### src/rtl/rlbp_pkg.sv
// rtl/rlbp_pkg.sv - shared types, constants and helpers for the RLBP encoder
// Purpose : FSM state enum, code/rotation widths, clockwise neighbour
//           indices and the single-step rotate-right helper.
// Ports   : none (package).
// Options : RLBP_UNIFORM_EN (used by rlbp_encoder) enables transition counting.
package rlbp_pkg;

   localparam int CODE_W  = 8;
   localparam int ROT_W   = 3;
   localparam int TRANS_W = 4;

   // Last value of the search counter: all rotations 1..CODE_W-1 examined.
   localparam logic [ROT_W-1:0] ROT_LAST = ROT_W'(CODE_W - 1);

   typedef enum logic [1:0] {
      IDLE   = 2'd0,
      SEARCH = 2'd1,
      DONE   = 2'd2
   } state_e;

   // Neighbour bit positions, clockwise starting at top-left.
   localparam int NB_TL = 0;
   localparam int NB_TM = 1;
   localparam int NB_TR = 2;
   localparam int NB_MR = 3;
   localparam int NB_BR = 4;
   localparam int NB_BM = 5;
   localparam int NB_BL = 6;
   localparam int NB_ML = 7;

   function automatic logic [CODE_W-1:0] rotr1(input logic [CODE_W-1:0] v);
      return {v[0], v[CODE_W-1:1]};
   endfunction

endpackage

### src/rtl/rlbp_uniform.sv
// rtl/rlbp_uniform.sv - combinational circular 0/1 transition counter
// Purpose : counts bit positions i where raw[i] != raw[(i+1)%8] and flags
//           uniform patterns (at most two transitions).
// Ports   : raw_i      in  8  unrotated pattern code
//           trans_o    out 4  transition count
//           uniform_o  out 1  trans_o <= 2
module rlbp_uniform
   import rlbp_pkg::*;
(
   input  logic [CODE_W-1:0]  raw_i,
   output logic [TRANS_W-1:0] trans_o,
   output logic               uniform_o
);

   logic [CODE_W-1:0] diff;

   // Bit i of diff compares raw[i] with its circular successor raw[i+1].
   always_comb begin
      diff      = raw_i ^ rotr1(raw_i);
      trans_o   = '0;
      for (int i = 0; i < CODE_W; i++) begin
         trans_o = trans_o + TRANS_W'(diff[i]);
      end
      uniform_o = (trans_o <= TRANS_W'(2));
   end

endmodule

### src/rtl/rlbp_encoder.sv
// rtl/rlbp_encoder.sv - rotation-invariant local binary pattern encoder
// Purpose : on a rising edge of rlbp_done, snapshot the 3x3 window, form the
//           8-bit pattern code and search its 8 circular rotations for the
//           minimum; present the result on a valid/ready port.
// Ports   : clk, reset (async, active-high)
//           rlbp_done           in  upstream window-complete flag
//           q1_1 .. q3_3        in  window bits, q2_2 is the centre
//           out_ready           in  consumer accepts the result
//           out_valid           out result valid (DONE state)
//           out_code/out_rot    out minimum code and the rotation producing it
//           out_raw             out unrotated code
//           busy                out SEARCH or DONE
//           overrun             out sticky, a start edge was dropped
//           out_trans/out_uniform out transition count / uniform flag
// Options : RLBP_UNIFORM_EN adds out_trans/out_uniform and the counter.
module rlbp_encoder
   import rlbp_pkg::*;
(
   input  logic                clk,
   input  logic                reset,
   input  logic                rlbp_done,
   input  logic                q1_1,
   input  logic                q1_2,
   input  logic                q1_3,
   input  logic                q2_1,
   input  logic                q2_2,
   input  logic                q2_3,
   input  logic                q3_1,
   input  logic                q3_2,
   input  logic                q3_3,
   input  logic                out_ready,
   output logic                out_valid,
   output logic [CODE_W-1:0]   out_code,
   output logic [ROT_W-1:0]    out_rot,
   output logic [CODE_W-1:0]   out_raw,
   output logic                busy,
   output logic                overrun
`ifdef RLBP_UNIFORM_EN
   ,
   output logic [TRANS_W-1:0]  out_trans,
   output logic                out_uniform
`endif
);

   state_e              state_q, state_d;
   logic                done_q;
   logic [CODE_W-1:0]   raw_q, raw_d;
   logic [CODE_W-1:0]   rot_q, rot_d;
   logic [CODE_W-1:0]   min_q, min_d;
   logic [ROT_W-1:0]    idx_q, idx_d;
   logic [ROT_W-1:0]    cnt_q, cnt_d;
   logic                overrun_q, overrun_d;

   logic [CODE_W-1:0]   nb;
   logic [CODE_W-1:0]   raw_win;
   logic [CODE_W-1:0]   rot_next;
   logic                start;

   always_comb begin
      nb        = '0;
      nb[NB_TL] = q1_1;
      nb[NB_TM] = q1_2;
      nb[NB_TR] = q1_3;
      nb[NB_MR] = q2_3;
      nb[NB_BR] = q3_3;
      nb[NB_BM] = q3_2;
      nb[NB_BL] = q3_1;
      nb[NB_ML] = q2_1;
   end

   assign raw_win  = nb ^ {CODE_W{q2_2}};
   assign start    = rlbp_done & ~done_q;
   assign rot_next = rotr1(rot_q);

`ifdef RLBP_UNIFORM_EN
   logic [TRANS_W-1:0]  trans_q, trans_d;
   logic                uniform_q, uniform_d;
   logic [TRANS_W-1:0]  trans_win;
   logic                uniform_win;

   rlbp_uniform u_uniform (
      .raw_i     (raw_win),
      .trans_o   (trans_win),
      .uniform_o (uniform_win)
   );
`endif

   always_ff @(posedge clk or posedge reset) begin
      if (reset) begin
         state_q   <= IDLE;
         done_q    <= 1'b0;
         raw_q     <= '0;
         rot_q     <= '0;
         min_q     <= '0;
         idx_q     <= '0;
         cnt_q     <= '0;
         overrun_q <= 1'b0;
`ifdef RLBP_UNIFORM_EN
         trans_q   <= '0;
         uniform_q <= 1'b0;
`endif
      end else begin
         state_q   <= state_d;
         done_q    <= rlbp_done;
         raw_q     <= raw_d;
         rot_q     <= rot_d;
         min_q     <= min_d;
         idx_q     <= idx_d;
         cnt_q     <= cnt_d;
         overrun_q <= overrun_d;
`ifdef RLBP_UNIFORM_EN
         trans_q   <= trans_d;
         uniform_q <= uniform_d;
`endif
      end
   end

   always_comb begin
      state_d   = state_q;
      raw_d     = raw_q;
      rot_d     = rot_q;
      min_d     = min_q;
      idx_d     = idx_q;
      cnt_d     = cnt_q;
      overrun_d = overrun_q;
`ifdef RLBP_UNIFORM_EN
      trans_d   = trans_q;
      uniform_d = uniform_q;
`endif

      // Capture is shared by IDLE and the back-to-back path out of DONE.
      if ((state_q == IDLE && start) || (state_q == DONE && out_ready && start)) begin
         state_d = SEARCH;
         raw_d   = raw_win;
         rot_d   = raw_win;
         min_d   = raw_win;
         idx_d   = '0;
         cnt_d   = '0;
`ifdef RLBP_UNIFORM_EN
         trans_d   = trans_win;
         uniform_d = uniform_win;
`endif
      end else begin
         case (state_q)
            SEARCH: begin
               if (start) overrun_d = 1'b1;
               // cnt_q counts rotations already examined; the cycle after the
               // seventh rotation is the hand-over into DONE.
               if (cnt_q == ROT_LAST) begin
                  state_d = DONE;
               end else begin
                  rot_d = rot_next;
                  cnt_d = cnt_q + 1'b1;
                  // Strict compare: ties keep the smaller rotation index.
                  if (rot_next < min_q) begin
                     min_d = rot_next;
                     idx_d = cnt_q + 1'b1;
                  end
               end
            end
            DONE: begin
               if (out_ready)  state_d   = IDLE;
               else if (start) overrun_d = 1'b1;
            end
            default: state_d = IDLE;
         endcase
      end
   end

   assign out_valid = (state_q == DONE);
   assign busy      = (state_q != IDLE);
   assign out_code  = min_q;
   assign out_rot   = idx_q;
   assign out_raw   = raw_q;
   assign overrun   = overrun_q;
`ifdef RLBP_UNIFORM_EN
   assign out_trans   = trans_q;
   assign out_uniform = uniform_q;
`endif

endmodule

### config.mk
export PLATFORM = sky130hd
export DESIGN_NAME = rlbp_encoder
export DESIGN_NICKNAME = d
export VERILOG_FILES = /design/src/rtl/rlbp_pkg.sv /design/src/rtl/rlbp_uniform.sv /design/src/rtl/rlbp_encoder.sv
export SDC_FILE = /design/constraint.sdc
export NUM_CORES = 1
export LEC_CHECK = 0
export CAP_MARGIN = 25
export CORE_ASPECT_RATIO = 1.1
export CORE_MARGIN = 5
export CORE_UTILIZATION = 56
export CTS_CLUSTER_SIZE = 8
export DETAILED_ROUTE_END_ITERATION = 7
export PLACE_DENSITY = 0.81
export REMOVE_ABC_BUFFERS = 1
export SYNTH_ARGS = -nofsm -noshare
export SYNTH_HDL_FRONTEND = slang
export SYNTH_HIERARCHICAL = 1
export SYNTH_SLANG_ARGS = --single-unit
export TNS_END_PERCENT = 1
### constraint.sdc
create_clock -name clk -period 3.2 [get_ports clk]
set_input_delay 0.64 -clock clk [delete_from_list [all_inputs] [get_ports clk]]
set_output_delay 0.64 -clock clk [all_outputs]
set_load 0.01 [all_outputs]
==> reports/results.txt <==
outcome: completed
Synth async-reset ratio: 100%
CP Capture Type: primary output
Setup Viol. Count Final: 0
Area Growth Syn to Fin: 21.1%
Reg area: 851 sq um
Core Rows: 22
Synth Cell Area: 1970 sq um
Die Wd: 66.5 microns
setup slack at placement: 766 ps
Required @ worst endpoint: 2560 ps
Hold Crit Class: reg -> reg
RSZ-0062 raised after global routing: false
Initial DRT Pass Iterations: 4
fin util: 70.9%
part of the power in combinational logic: 52.4%
multi-input logic area: 1000 sq um
CP Cell Sequence: inv_1, ha_1, inv_1, clkdlybuf4s50_1
FMAX: 0.445 GHz
Die Ht: 72.1 microns
clk slew on worst S/H paths: 100 ps
sw frac: 42.8%
Synth Area in Compound Gates: 20.9%
post-route ant nets: 0
starting density of the core: 58.5%
setup TNS: 0 ps
Yosys reg bits: 34
Leak: 1.00 nW
Psw: 0.876 mW
total grt overflow: 0
setup repair bufs after CTS: 0
Placed Area: 2330 sq um
drt total wl: 4570 microns
Relative slew margins: 54.5%
Synth area leader: dfrtp_1
Slew @ Worst Pin: 678 ps
Final Cycle Share: 70.2%
max-slew violations: 0
Clock Sinks: 34
CP max stage cell: clkdlybuf4s50_1
vias in the first global route: 1703
routed length per instance: 17.0 microns
max-cap viol count: 0
most numerous cell in the Yosys netlist: dfrtp_1
Nets: 246
post-synthesis simple-gate area fraction: 12.8%
sequential power share: 36.9%
Root Buffer: clkbuf_4
peak supply drop: 0.494 mV
Setup crit start kind: register
largest net degree at the start of global routing: 35
Top Ports: 35
Syn Area/Cell: 10.6 sq um
Final Hold Fails: 0
max incr delay on CP: 520 ps
Layout fillers: 273
CTS buffer count: 5
Hold Worst Slack: 501 ps
DP HPWL: 3360 microns
synth warn: 6
worst-skew pair later-pin latency: 340 ps
top post-synthesis cells by area: dfrtp_1 (43%), ha_1 (7.6%), mux2i_1 (5.6%), xnor2_1 (4.0%), o21a_1 (3.4%)
Final Instance Area: 2380 sq um
die area: 4800 sq um
top cells by count, synth: dfrtp_1 (34), ha_1 (12), inv_1 (12), nand2_1 (12), mux2i_1 (11)
Iter 0 DRT Violations: 52
minimum clock period: 2250 ps
Via density: 5.86
clock buffer depth: 2
Port Buffer Count: 34
delay-heaviest family, CP: buffers and inverters
Netlist cell types: 35
Post-Synthesis Cells: 186
worst setup margin: 955 ps
CTS Hold Bufs: 0
clock share of power: 10.8%
post-synthesis xor/xnor area fraction: 4.01%
share of cells above drive strength 1: 8.14%
Internal Pwr Total: 1.17 mW
most used cell along the critical path: inv_1
post-synthesis adder-cell area fraction: 7.64%
CTS resizes: 0
# diodes: 0
routability-driven placement congestion ratio: 0.819
All-Layer GR Usage: 21.8%
Critical Path Fanout Max: 3
Core ar.: 3360 sq um
pwr/cell area: 861 nW/um^2
Setup Crit Path Kind: reg -> out
first-pass GRT wire length: 7840 microns
share of the synthesized area in the top cell type: 43.3%
Post-synth top flop: dfrtp_1
Post-synth EDFFs: 0
CTS H-tree lvls: 2
Final Skew: 13.4 ps
CTS tree: yes
CP arrival: 1610 ps
largest family of logic cells by synthesized area: compound AO/OA/AOI/OAI gates
Vias: 1576
initial antenna violation count: 0
DRC viols: 0
CP Buf/Inv Count: 3
mux contribution to synthesized area: 5.60%
sequential share of the synthesized area: 43.3%
-- power by group through the flow --
| stage | Clock (mW) | Sequential (mW) | Combinational, mW |
|---|---|---|---|
| 5_1_grt | 0.247 | 0.781 | 1.19 |
| 3_5_place_dp | 0 | 0.762 | 1.07 |
| 2_1_floorplan | 0 | 0.768 | 0.632 |
| 3_3_place_gp | 0 | 0.750 | 1.03 |
| 4_1_cts | 0.229 | 0.755 | 1.08 |
| 6_report | 0.221 | 0.755 | 1.07 |
-- state kept, by name, indices dropped and copies added (netlist names) --
register	count
out_code	8
out_raw	8
rot_q	8
cnt_q	3
out_rot	3
state_q	2
done_q	1
overrun	1
-- layout make-up --
| cell class | instances | area share, % |
|---|---|---|
| multi-input combinational | 129 | 42.1 |
| tap | 48 | 2.52 |
| clock buffer | 7 | 1.89 |
| sequential | 34 | 35.8 |
| inverter | 12 | 1.89 |
| timing repair buffer | 39 | 15.9 |
-- path summary, 6_finish.rpt --
check | startpoint | endpoint | slack [ps] | cells after the start
worst max-delay path | state_q[0]$_DFFE_PP0P_ | busy | 950 | 4
worst min-delay path | out_raw[6]$_DFFE_PP0N_ | out_raw[6]$_DFFE_PP0N_ | 500 | 1
worst max register to register | cnt_q[0]$_DFFE_PP0P_ | out_code[1]$_DFFE_PP0P_ | 1130 | 7
worst min register to register | out_raw[6]$_DFFE_PP0N_ | out_raw[6]$_DFFE_PP0N_ | 500 | 1
max in group asynchronous | reset | out_raw[1]$_DFFE_PP0N_ | 2190 | 3
min in group asynchronous | reset | out_raw[6]$_DFFE_PP0N_ | 680 | 3
-- per-layer routing --
metal	global-route usage [%]	wire length [microns]	vias up
met5	0	0	-
met1	26.1	2000	753
met3	4.49	234	14
met2	35.6	2190	57
li1	-	-	752
met4	13.5	143	0
-- through the flow --
step	cells	power [mW]
floorplan	175	1.40
global placement	262	1.78
detailed placement	262	1.84
CTS	269	2.06
global route	269	2.21
finish	269	2.05
-- kinds of logic after synthesis --
kind of cell	Yosys count
AO/OA/AOI/OAI	49
adder cells (fa/ha/maj)	12
multiplexers	11
flip-flops	34
XOR/XNOR	9
buffers and inverters	23
AND/OR/NAND/NOR	48
-- cells in the final DEF, fill, tap and decap left out, types with 9 or more instances in the layout --
| cell | Yosys | layout |
|---|---|---|
| clkdlybuf4s50_1 | 0 | 34 |
| inv_1 | 12 | 12 |
| ha_1 | 12 | 12 |
| dfrtp_1 | 34 | 34 |
| mux2i_1 | 11 | 11 |
| nand2_1 | 12 | 12 |
| xnor2_1 | 9 | 9 |
| o21a_1 | 9 | 9 |
No activity file was read; power rests on OpenSTA's default activity.
==> edit, RTL diff (same flow settings) <==
Add a define of `RLBP_UNIFORM_EN`.
--- a/src/rtl/rlbp_encoder.sv
+++ b/src/rtl/rlbp_encoder.sv
@@ -14,4 +14,6 @@
 //           out_trans/out_uniform out transition count / uniform flag
 // Options : RLBP_UNIFORM_EN adds out_trans/out_uniform and the counter.
+`define RLBP_UNIFORM_EN
+
 module rlbp_encoder
    import rlbp_pkg::*;
Function (old outputs only; new: out_trans and out_uniform): kept (Yosys induction, for registers that start in step).
==> edit against the unedited design <==
The run now ends with setup timing left. Utilization increased by 4.0 points. Setup slack lost 1600 ps. Area after synthesis increased by 23%. Critical path type is now input port to flop. Via count increased by 34%. Critical endpoint is now out_uniform$_DFFE_PP0N_. Power rose by 40%. Final area up 33%. Largest power group unchanged. Sequential cell count grew 5. Wire length up 36%. Worst hold slack got worse by 24 ps. Non-clock buffer count increased by 22.
==> edit: results (changes against the unedited design) <==
Final setup viols 5 (was 0); sw frac 41.6% (was 42.8%); H-tree depth 2 (unchanged); xor-xnor portion of the synthesized cell area 6.54% (was 4.01%); vias in the first global route 2,117 (was 1,703); port buffer count 39 (was 34); Clk. pwr 0.000340 W (was 0.000221 W); GRT Total Usage 22.9% (was 21.8%); Synth Area in Adders 11.1% (was 7.64%); initial DRC count 148 (was 52); sequential fraction of the synthesis area 40.5% (was 43.3%); Placer Congestion 0.799 (was 0.819); failing checks setup timing; Post-synth top cells nand2_1 (41), dfrtp_1 (39), nor2_1 (27) (was dfrtp_1 (34), ha_1 (12), inv_1 (12), nand2_1 (12), mux2i_1 (11)); FILL cells 300 (was 273); status complete, but fails checks (was completed); Combinational Power Share 58.4% (was 52.4%); largest net degree at the start of global routing 40 (was 35); hpwl dp 4.11 mm (was 3.36 mm); clock latency on the worst-skew pair 290 ps (was 340 ps); layout cells sized above 1 17.5% (was 8.14%); fraction of synthesized area in multiplexers 1.25% (was 5.60%); initial antenna violation count 0 (unchanged); Clk pin slew, worst setup/hold paths 70 ps (was 100 ps); crit-path max cell delay 540 ps (was 520 ps); CP Data Arrival Time 4030 ps (was 1610 ps); Nets 346 (was 246); total CTS buffers 5 (unchanged); total wire length 6.21 mm (was 4.57 mm); critical path's slowest cell fa_1 (was clkdlybuf4s50_1); P_leak 1.44 nW (was 1.00 nW); clock skew 4.85 ps (was 13.4 ps); CTS root buf clkbuf_8 (was clkbuf_4); DR vias/cell 5.74 (was 5.86); setup ws final -597 ps (was 955 ps); Worst VDD drop 0.000702 V (was 0.000494 V); worst slack, placed -1480 ps (was 766 ps); actual slew at the worst max-slew pin 591 ps (was 678 ps); most area-consuming cells after synthesis dfrtp_1 (40%), ha_1 (7.8%), nand2_1 (6.4%) (was dfrtp_1 (43%), ha_1 (7.6%), mux2i_1 (5.6%)); r2r setup slk 880 ps (was 1130 ps); Distinct cells, synth 41 (was 35); first-pass GRT wire length 10.3 mm (was 7.84 mm)
[edit: cell count changes in the layout (fill, tap and decap cells not counted), moves of 7 or more]
cell / change
nand2_1: +29
nor2_1: +24
buf_4: +16
a21boi_1: -8
a31oi_1: +8
mux2i_1: -8
nand3_1: -8
or3_1: +8
o21a_1: -7
[edit: layer usage]
layer | up-vias | share of wire, % | routed length, um | GRT usage (%)
li1 | 991 | - | - | -
met1 | 1023 | 40 | 2480 | 28.8
met2 | 74 | 50 | 3110 | 38.1
met3 | 24 | 4.7 | 293 | 4.56
met4 | 0 | 5.1 | 318 | 9.41
met5 | - | 0 | 0 | 0
[edit: kinds of logic (layout without fill, tap and decap cells)]
family / after synthesis / after routing
muxes: 3 / 3
AOI/OAI and AO/OA: 43 / 43
adders and majority gates: 19 / 19
and+or+nand+nor: 103 / 103
xor gates and xnor gates: 18 / 18
buffers and inverters: 34 / 89
DFF: 39 / 39
[edit: through the flow]
stage,instance area (um^2),hold WS (ps),setup TNS [ps],instances,power [W]
floorplan,2330,503,-2100,246,0.00175
global placement,2920,456,-5640,356,0.00231
detailed placement,2920,466,-6230,356,0.00237
CTS,3140,484,-1650,368,0.00281
global route,3160,505,-2040,368,0.00308
finish,3160,477,-1730,368,0.00287
[edit: final timing paths]
check	cells after the start	from	endpoint
max in group asynchronous	3	reset	rot_q[1]$_DFFE_PP0P_
min in group asynchronous	3	reset	out_rot[1]$_DFFE_PP0P_
hold reg to reg	1	overrun$_DFFE_PP0P_	overrun$_DFFE_PP0P_
setup / recovery	17	q2_2	out_uniform$_DFFE_PP0N_
setup reg to reg	6	cnt_q[0]$_DFFE_PP0P_	out_code[1]$_DFFE_PP0P_
hold / removal	1	overrun$_DFFE_PP0P_	overrun$_DFFE_PP0P_
[edit: what timing repair did]
item,in CTS,in global routing
endpoints found under the setup margin,5,5
pin swaps,9,1
buffers inserted,5,0
resized for setup,37,5
[edit: worst max-delay path: cells and delay by family]
kind | cells | cell delay (ps)
adder cells (fa/ha/maj) | 5 | 2140
AND/OR/NAND/NOR | 2 | 180
XOR/XNOR | 2 | 320
AO/OA/AOI/OAI | 1 | 220
buffers and inverters | 7 | 520
[edit: area by class of cell]
| cell class | instances | area share (%) |
|---|---|---|
| clock buffer | 6 | 2.61 |
| timing repair buffer | 61 | 17.8 |
| multi-input combinational | 186 | 43.9 |
| sequential | 39 | 30.9 |
| tap | 54 | 2.14 |
| inverter | 21 | 2.49 |
| clock inverter | 1 | 0.158 |
